<file path="src/rtl/sram_wrap_pkg.sv">
// sram_wrap_pkg: shared types and width helpers for the SRAM request controller
package sram_wrap_pkg;
   typedef enum logic [1:0] {IDLE, SETUP, STROBE} state_e;
   typedef enum logic {OP_WR, OP_RD} op_e;
   function automatic int int_mem_w(input int row_w);
      return row_w / 2;
   endfunction
   function automatic int int_mem_addr_w(input int row_addr_w);
      return row_addr_w + 1;
   endfunction
endpackage

</file>
<file path="src/rtl/sram_wrap_ctrl.sv">
// sram_wrap_ctrl: splits row req/val traffic into two half-width strobed SRAM port accesses
// Ports: clk/rst (sync, active-high); wr_req/rd_req/addr/wr_data in, req_ready out;
// rd_data/rd_data_val/addr_err out; I1/I2/A1/A2 and active-low CEB/WEB/OEB/CSB to the
// array, O1/O2 read data from it. Every pin output comes straight from a flop.
module sram_wrap_ctrl
   import sram_wrap_pkg::*;
#(
   parameter int SRAM_WRAP_WIDTH  = 32,
   parameter int SRAM_WRAP_DEPTH  = 100,
   parameter int SRAM_WRAP_ADDR_W = $clog2(SRAM_WRAP_DEPTH),
   parameter int INT_MEM_W        = int_mem_w(SRAM_WRAP_WIDTH),
   parameter int INT_MEM_ADDR_W   = int_mem_addr_w(SRAM_WRAP_ADDR_W)
) (
   input  logic                        clk,
   input  logic                        rst,
   input  logic                        wr_req,
   input  logic                        rd_req,
   input  logic [SRAM_WRAP_ADDR_W-1:0] addr,
   input  logic [SRAM_WRAP_WIDTH-1:0]  wr_data,
   output logic                        req_ready,
   output logic [SRAM_WRAP_WIDTH-1:0]  rd_data,
   output logic                        rd_data_val,
   output logic                        addr_err,
   output logic [INT_MEM_W-1:0]        I1,
   output logic [INT_MEM_W-1:0]        I2,
   input  logic [INT_MEM_W-1:0]        O1,
   input  logic [INT_MEM_W-1:0]        O2,
   output logic                        CEB1,
   output logic                        CEB2,
   output logic                        WEB1,
   output logic                        WEB2,
   output logic                        OEB1,
   output logic                        OEB2,
   output logic                        CSB1,
   output logic                        CSB2,
   output logic [INT_MEM_ADDR_W-1:0]   A1,
   output logic [INT_MEM_ADDR_W-1:0]   A2
);
   state_e                      state_q, state_d;
   op_e                         op_q, op_d;
   logic                        oor_q, oor_d;
   logic                        req_ready_q, req_ready_d;
   logic [SRAM_WRAP_WIDTH-1:0]  rd_data_q, rd_data_d;
   logic                        rd_data_val_q, rd_data_val_d;
   logic                        addr_err_q, addr_err_d;
   logic [INT_MEM_W-1:0]        i1_q, i1_d, i2_q, i2_d;
   logic [INT_MEM_ADDR_W-1:0]   a1_q, a1_d, a2_q, a2_d;
   logic                        ceb_q, ceb_d, web_q, web_d, oeb_q, oeb_d, csb_q, csb_d;

   always_comb begin
      state_d       = state_q;
      op_d          = op_q;
      oor_d         = oor_q;
      rd_data_d     = rd_data_q;
      rd_data_val_d = 1'b0;
      addr_err_d    = 1'b0;
      i1_d          = i1_q;
      i2_d          = i2_q;
      a1_d          = a1_q;
      a2_d          = a2_q;
      csb_d         = 1'b1;
      web_d         = 1'b1;
      oeb_d         = 1'b1;
      case (state_q)
         IDLE: if ((wr_req | rd_req) & req_ready_q) begin
            state_d = SETUP;
            op_d    = wr_req ? OP_WR : OP_RD;
            oor_d   = {1'b0, addr} >= (SRAM_WRAP_ADDR_W + 1)'(SRAM_WRAP_DEPTH);
            a1_d    = {addr, 1'b0};
            a2_d    = {addr, 1'b1};
            i1_d    = wr_data[INT_MEM_W-1:0];
            i2_d    = wr_data[SRAM_WRAP_WIDTH-1:INT_MEM_W];
         end
         SETUP: state_d = STROBE;
         STROBE: begin
            state_d       = IDLE;
            addr_err_d    = oor_q;
            rd_data_val_d = op_q == OP_RD;
            rd_data_d     = op_q != OP_RD ? rd_data_q : oor_q ? '0 : {O2, O1};
         end
         default: state_d = IDLE;
      endcase
      // Out-of-range accesses still walk the FSM but keep the array deselected.
      if (state_d != IDLE) begin
         csb_d = oor_d;
         web_d = op_d != OP_WR;
         oeb_d = op_d != OP_RD;
      end
      ceb_d       = state_d == STROBE;
      req_ready_d = state_d == IDLE;
   end

   always_ff @(posedge clk) begin
      if (rst) begin
         state_q       <= IDLE;
         op_q          <= OP_WR;
         oor_q         <= 1'b0;
         req_ready_q   <= 1'b0;
         rd_data_q     <= '0;
         rd_data_val_q <= 1'b0;
         addr_err_q    <= 1'b0;
         i1_q          <= '0;
         i2_q          <= '0;
         a1_q          <= '0;
         a2_q          <= '0;
         ceb_q         <= 1'b0;
         web_q         <= 1'b1;
         oeb_q         <= 1'b1;
         csb_q         <= 1'b1;
      end else begin
         state_q       <= state_d;
         op_q          <= op_d;
         oor_q         <= oor_d;
         req_ready_q   <= req_ready_d;
         rd_data_q     <= rd_data_d;
         rd_data_val_q <= rd_data_val_d;
         addr_err_q    <= addr_err_d;
         i1_q          <= i1_d;
         i2_q          <= i2_d;
         a1_q          <= a1_d;
         a2_q          <= a2_d;
         ceb_q         <= ceb_d;
         web_q         <= web_d;
         oeb_q         <= oeb_d;
         csb_q         <= csb_d;
      end
   end

   assign req_ready   = req_ready_q;
   assign rd_data     = rd_data_q;
   assign rd_data_val = rd_data_val_q;
   assign addr_err    = addr_err_q;
   assign I1          = i1_q;
   assign I2          = i2_q;
   assign A1          = a1_q;
   assign A2          = a2_q;
   assign CEB1        = ceb_q;
   assign CEB2        = ceb_q;
   assign WEB1        = web_q;
   assign WEB2        = web_q;
   assign OEB1        = oeb_q;
   assign OEB2        = oeb_q;
   assign CSB1        = csb_q;
   assign CSB2        = csb_q;
endmodule

</file>
<file path="config.mk">
export PLATFORM = sky130hd
export DESIGN_NAME = sram_wrap_ctrl
export DESIGN_NICKNAME = d
export VERILOG_FILES = /design/src/rtl/sram_wrap_pkg.sv /design/src/rtl/sram_wrap_ctrl.sv
export SDC_FILE = /design/constraint.sdc
export NUM_CORES = 1
export LEC_CHECK = 0
export BUFFER_PORTS_ARGS = -buffer_cell sky130_fd_sc_hd__buf_2
export CORE_MARGIN = 2
export CORE_UTILIZATION = 43
export DETAILED_ROUTE_END_ITERATION = 10
export PLACE_DENSITY = 0.77
export SKIP_LAST_GASP = 1
export SLEW_MARGIN = 20
export SYNTH_ARGS = -nofsm -noshare
export SYNTH_HDL_FRONTEND = slang
export SYNTH_SLANG_ARGS = --single-unit
</file>
<file path="constraint.sdc">
create_clock -name clk -period 1.5 [get_ports clk]
set_input_delay 0.3 -clock clk [delete_from_list [all_inputs] [get_ports clk]]
set_output_delay 0.3 -clock clk [all_outputs]
set_load 0.05 [all_outputs]
</file>
==> results.sh <==
export IMPL_max_freq_ghz=0.738
export IMPL_diodes=0
export IMPL_place_congestion=0.789
export IMPL_clk_pin_slew_ns=0.08
export IMPL_fp_dieW_um=86.6
export IMPL_yosys_area_top_type="dfxtp_1"
export IMPL_num_io_pins=166
export IMPL_drt_iter0_markers=107
export IMPL_rrSetupSlack_ns=0.22
export IMPL_syn_inst=300
export IMPL_synth_top_family_by_area="compound AO/OA/AOI/OAI gates"
export IMPL_crit_required_ns=1.20
export IMPL_p_per_area_nw_per_um2=1260
export IMPL_remaining_drc_errors=0
export IMPL_cts_hold_buf=0
export IMPL_fin_util=0.595
export IMPL_worst_path_max_fanout=10
export IMPL_vias=2810
export IMPL_hold_viol=0
export IMPL_post_route_min_period_ns=1.36
export IMPL_rsz0062_at_grt="no"
export IMPL_synth_edf_count=0
export IMPL_grt_max_degree=42
export IMPL_synth_ff_type="dfxtp_1"
export IMPL_reg2reg_to="OEB1"
export IMPL_postCtsSetupBuffers=0
export IMPL_start_util=0.439
export IMPL_hold_depth=2
export IMPL_synth_cell_type_count=26
export IMPL_vias_per_cell=5.28
export IMPL_wl_per_cell_um=14.2
export IMPL_synth_top_cells_by_count="dfxtp_1, a21oi_1, nand3_1, o21ai_1, a22o_1"
export IMPL_root_buffer="clkbuf_8"
export IMPL_min_to="rd_data[11]"
export IMPL_setup_viol=0
export IMPL_finalMaxSlewViolations=0
export IMPL_drtPass1Iterations=4
export IMPL_cap_violations=0
export IMPL_grt_pass1_vias=2488
export IMPL_synth_area_leaders="dfxtp_1, a22o_1, a21oi_1"
export IMPL_gr_total_overflow=0
export IMPL_synthMuxAreaShare=0
export IMPL_hold_class="primary input to flop"
export IMPL_tritoncts="yes"
export IMPL_synth_simple_area_share=0.101
export IMPL_setup_tns_final_ns=0
export IMPL_yosys_warnings=0
export IMPL_yosys_area_share_adder=0
export IMPL_globalRouteTotalUtil=0.193
export IMPL_path_buf_inv=1
export IMPL_synth_nets=375
export IMPL_synthArstFlopShare=0
export IMPL_pre_cts_ws_ns=0.158
export IMPL_p_leak_nw=1.88
export IMPL_grt_pass1_wl_um=11500
export IMPL_syn_mean_instance_area_um2=9.78
export IMPL_drt_total_wl_um=7550
export IMPL_slowest_delay_ns=0.43
export IMPL_min_from="O1[11]"
export IMPL_core_area_um2=6680
export IMPL_nets=522
export IMPL_cts_buffer_depth=2
export IMPL_syn_area_um2=2930
export IMPL_critPathTopFamily="flip-flops"
export IMPL_synth_compound_area_share=0.252
export IMPL_setup_ws_ns=0.144
export IMPL_slowest_stage="dfxtp_2"
export IMPL_ys_ff_latch=82
export IMPL_ir_worst_vdd_v=0.000566
export IMPL_skew_ns=0.00961
export IMPL_critPathLaunchType="flop"
export IMPL_post_cts_resized=0
export IMPL_numCtsBuffers=9
export IMPL_r2r_start="state_q[0]"
export IMPL_synth_top_area_frac=0.559
export IMPL_cp_arrival_ns=1.06
export IMPL_portBuffers=164
export IMPL_critPathLaunch="state_q[1]"
export IMPL_cts_sinks=82
export IMPL_num_rows=30
export IMPL_hold_slack_ns=0.169
export IMPL_postRouteAntennaNets=0
export IMPL_fin_crit_sh=0.904
export IMPL_post_synth_top_count_cell="dfxtp_1"
export IMPL_htreeDepth=3
export IMPL_die_area_um2=7500
export IMPL_synth_seq_area_share=0.559
export IMPL_crit_type="flop to output pin"
export IMPL_antenna_found_initial=0
export IMPL_ff2ff_path_depth=3
export IMPL_synthXorXnorAreaFrac=0
export IMPL_crit_chain="buf_2"
export IMPL_die_h_um=86.6
export IMPL_detailed_place_hpwl_um=5330
export IMPL_endpoint_kind="output pin"
export IMPL_clock_latency_ns=0.33
export IMPL_syn_to_final_growth_pct=35.6
export IMPL_status="finished clean"
export IMPL_layout_drive_gt1_share=0.442
==> metrics by stage <==
stage | std cells | power (mW) | cell area [um2]
5_1_grt | 532 | 5.21 | 3980
4_1_cts | 532 | 5.05 | 3980
3_3_place_gp | 516 | 3.30 | 3760
2_1_floorplan | 300 | 3.04 | 2940
3_5_place_dp | 516 | 3.31 | 3760
6_report | 532 | 4.99 | 3980
==> metal layers <==
metal	vias up	share of wire	wire, um	track usage
met1	1312	0.44	3300	0.235
met3	14	0.074	558	0.0495
met2	118	0.47	3560	0.324
met4	0	0.017	125	0.0824
li1	1366	-	-	-
met5	-	0	0	0
==> layout make-up <==
type / count / area, um2
fill: 592 / 2700
sequential: 82 / 1640
multi-input combinational: 175 / 1050
timing repair buffer: 178 / 963
clock buffer: 12 / 145
tap: 80 / 100
clock inverter: 4 / 75.1
inverter: 1 / 3.75
==> power by group <==
part | leakage, nW | switching [mW] | internal (mW)
registers | 0.667 | 0.0542 | 2.27
logic | 1.11 | 0.674 | 0.262
clock network | 0.103 | 0.749 | 0.985
==> kinds of logic after synthesis <==
kind of cell / count (synthesis)
compound gates: 121
buf+inv: 43
flops: 82
other cells: 1
simple gates: 53
==> state kept, by name, indices dropped and copies added (netlist names) <==
register / cells
addr_err: 1
WEB1: 1
I1: 16
I2: 16
rd_data_val: 1
op_q: 1
rd_data: 32
state_q: 2
req_ready: 1
A2: 8
OEB1: 1
oor_q: 1
CSB1: 1
==> worst max-delay path by stage <==
| stage | to | cells past startpoint |
|---|---|---|
| after floorplan | OEB1 | 3 |
| after global routing | CEB1 | 1 |
| final | CEB2 | 1 |
| after detailed placement | OEB1 | 4 |
| after global placement | OEB1 | 4 |
| after CTS | CEB2 | 1 |
==> placed cells by master (no fill, tap or decap), drive strengths merged <==
cell type and n:
a211oi 1, a21oi 43, a22o 32, a31oi 1
and3 1, and4bb 1, buf 178, bufinv 2
clkbuf 12, clkinvlp 2, conb 1, dfxtp 82
inv 1, nand3 41, nor2 3, nor2b 1
nor3 3, nor4bb 1, o21a 1, o21ai 42
o311a 1, or2 1, or3b 1
Note: power is estimated with default switching activity, not from simulation.
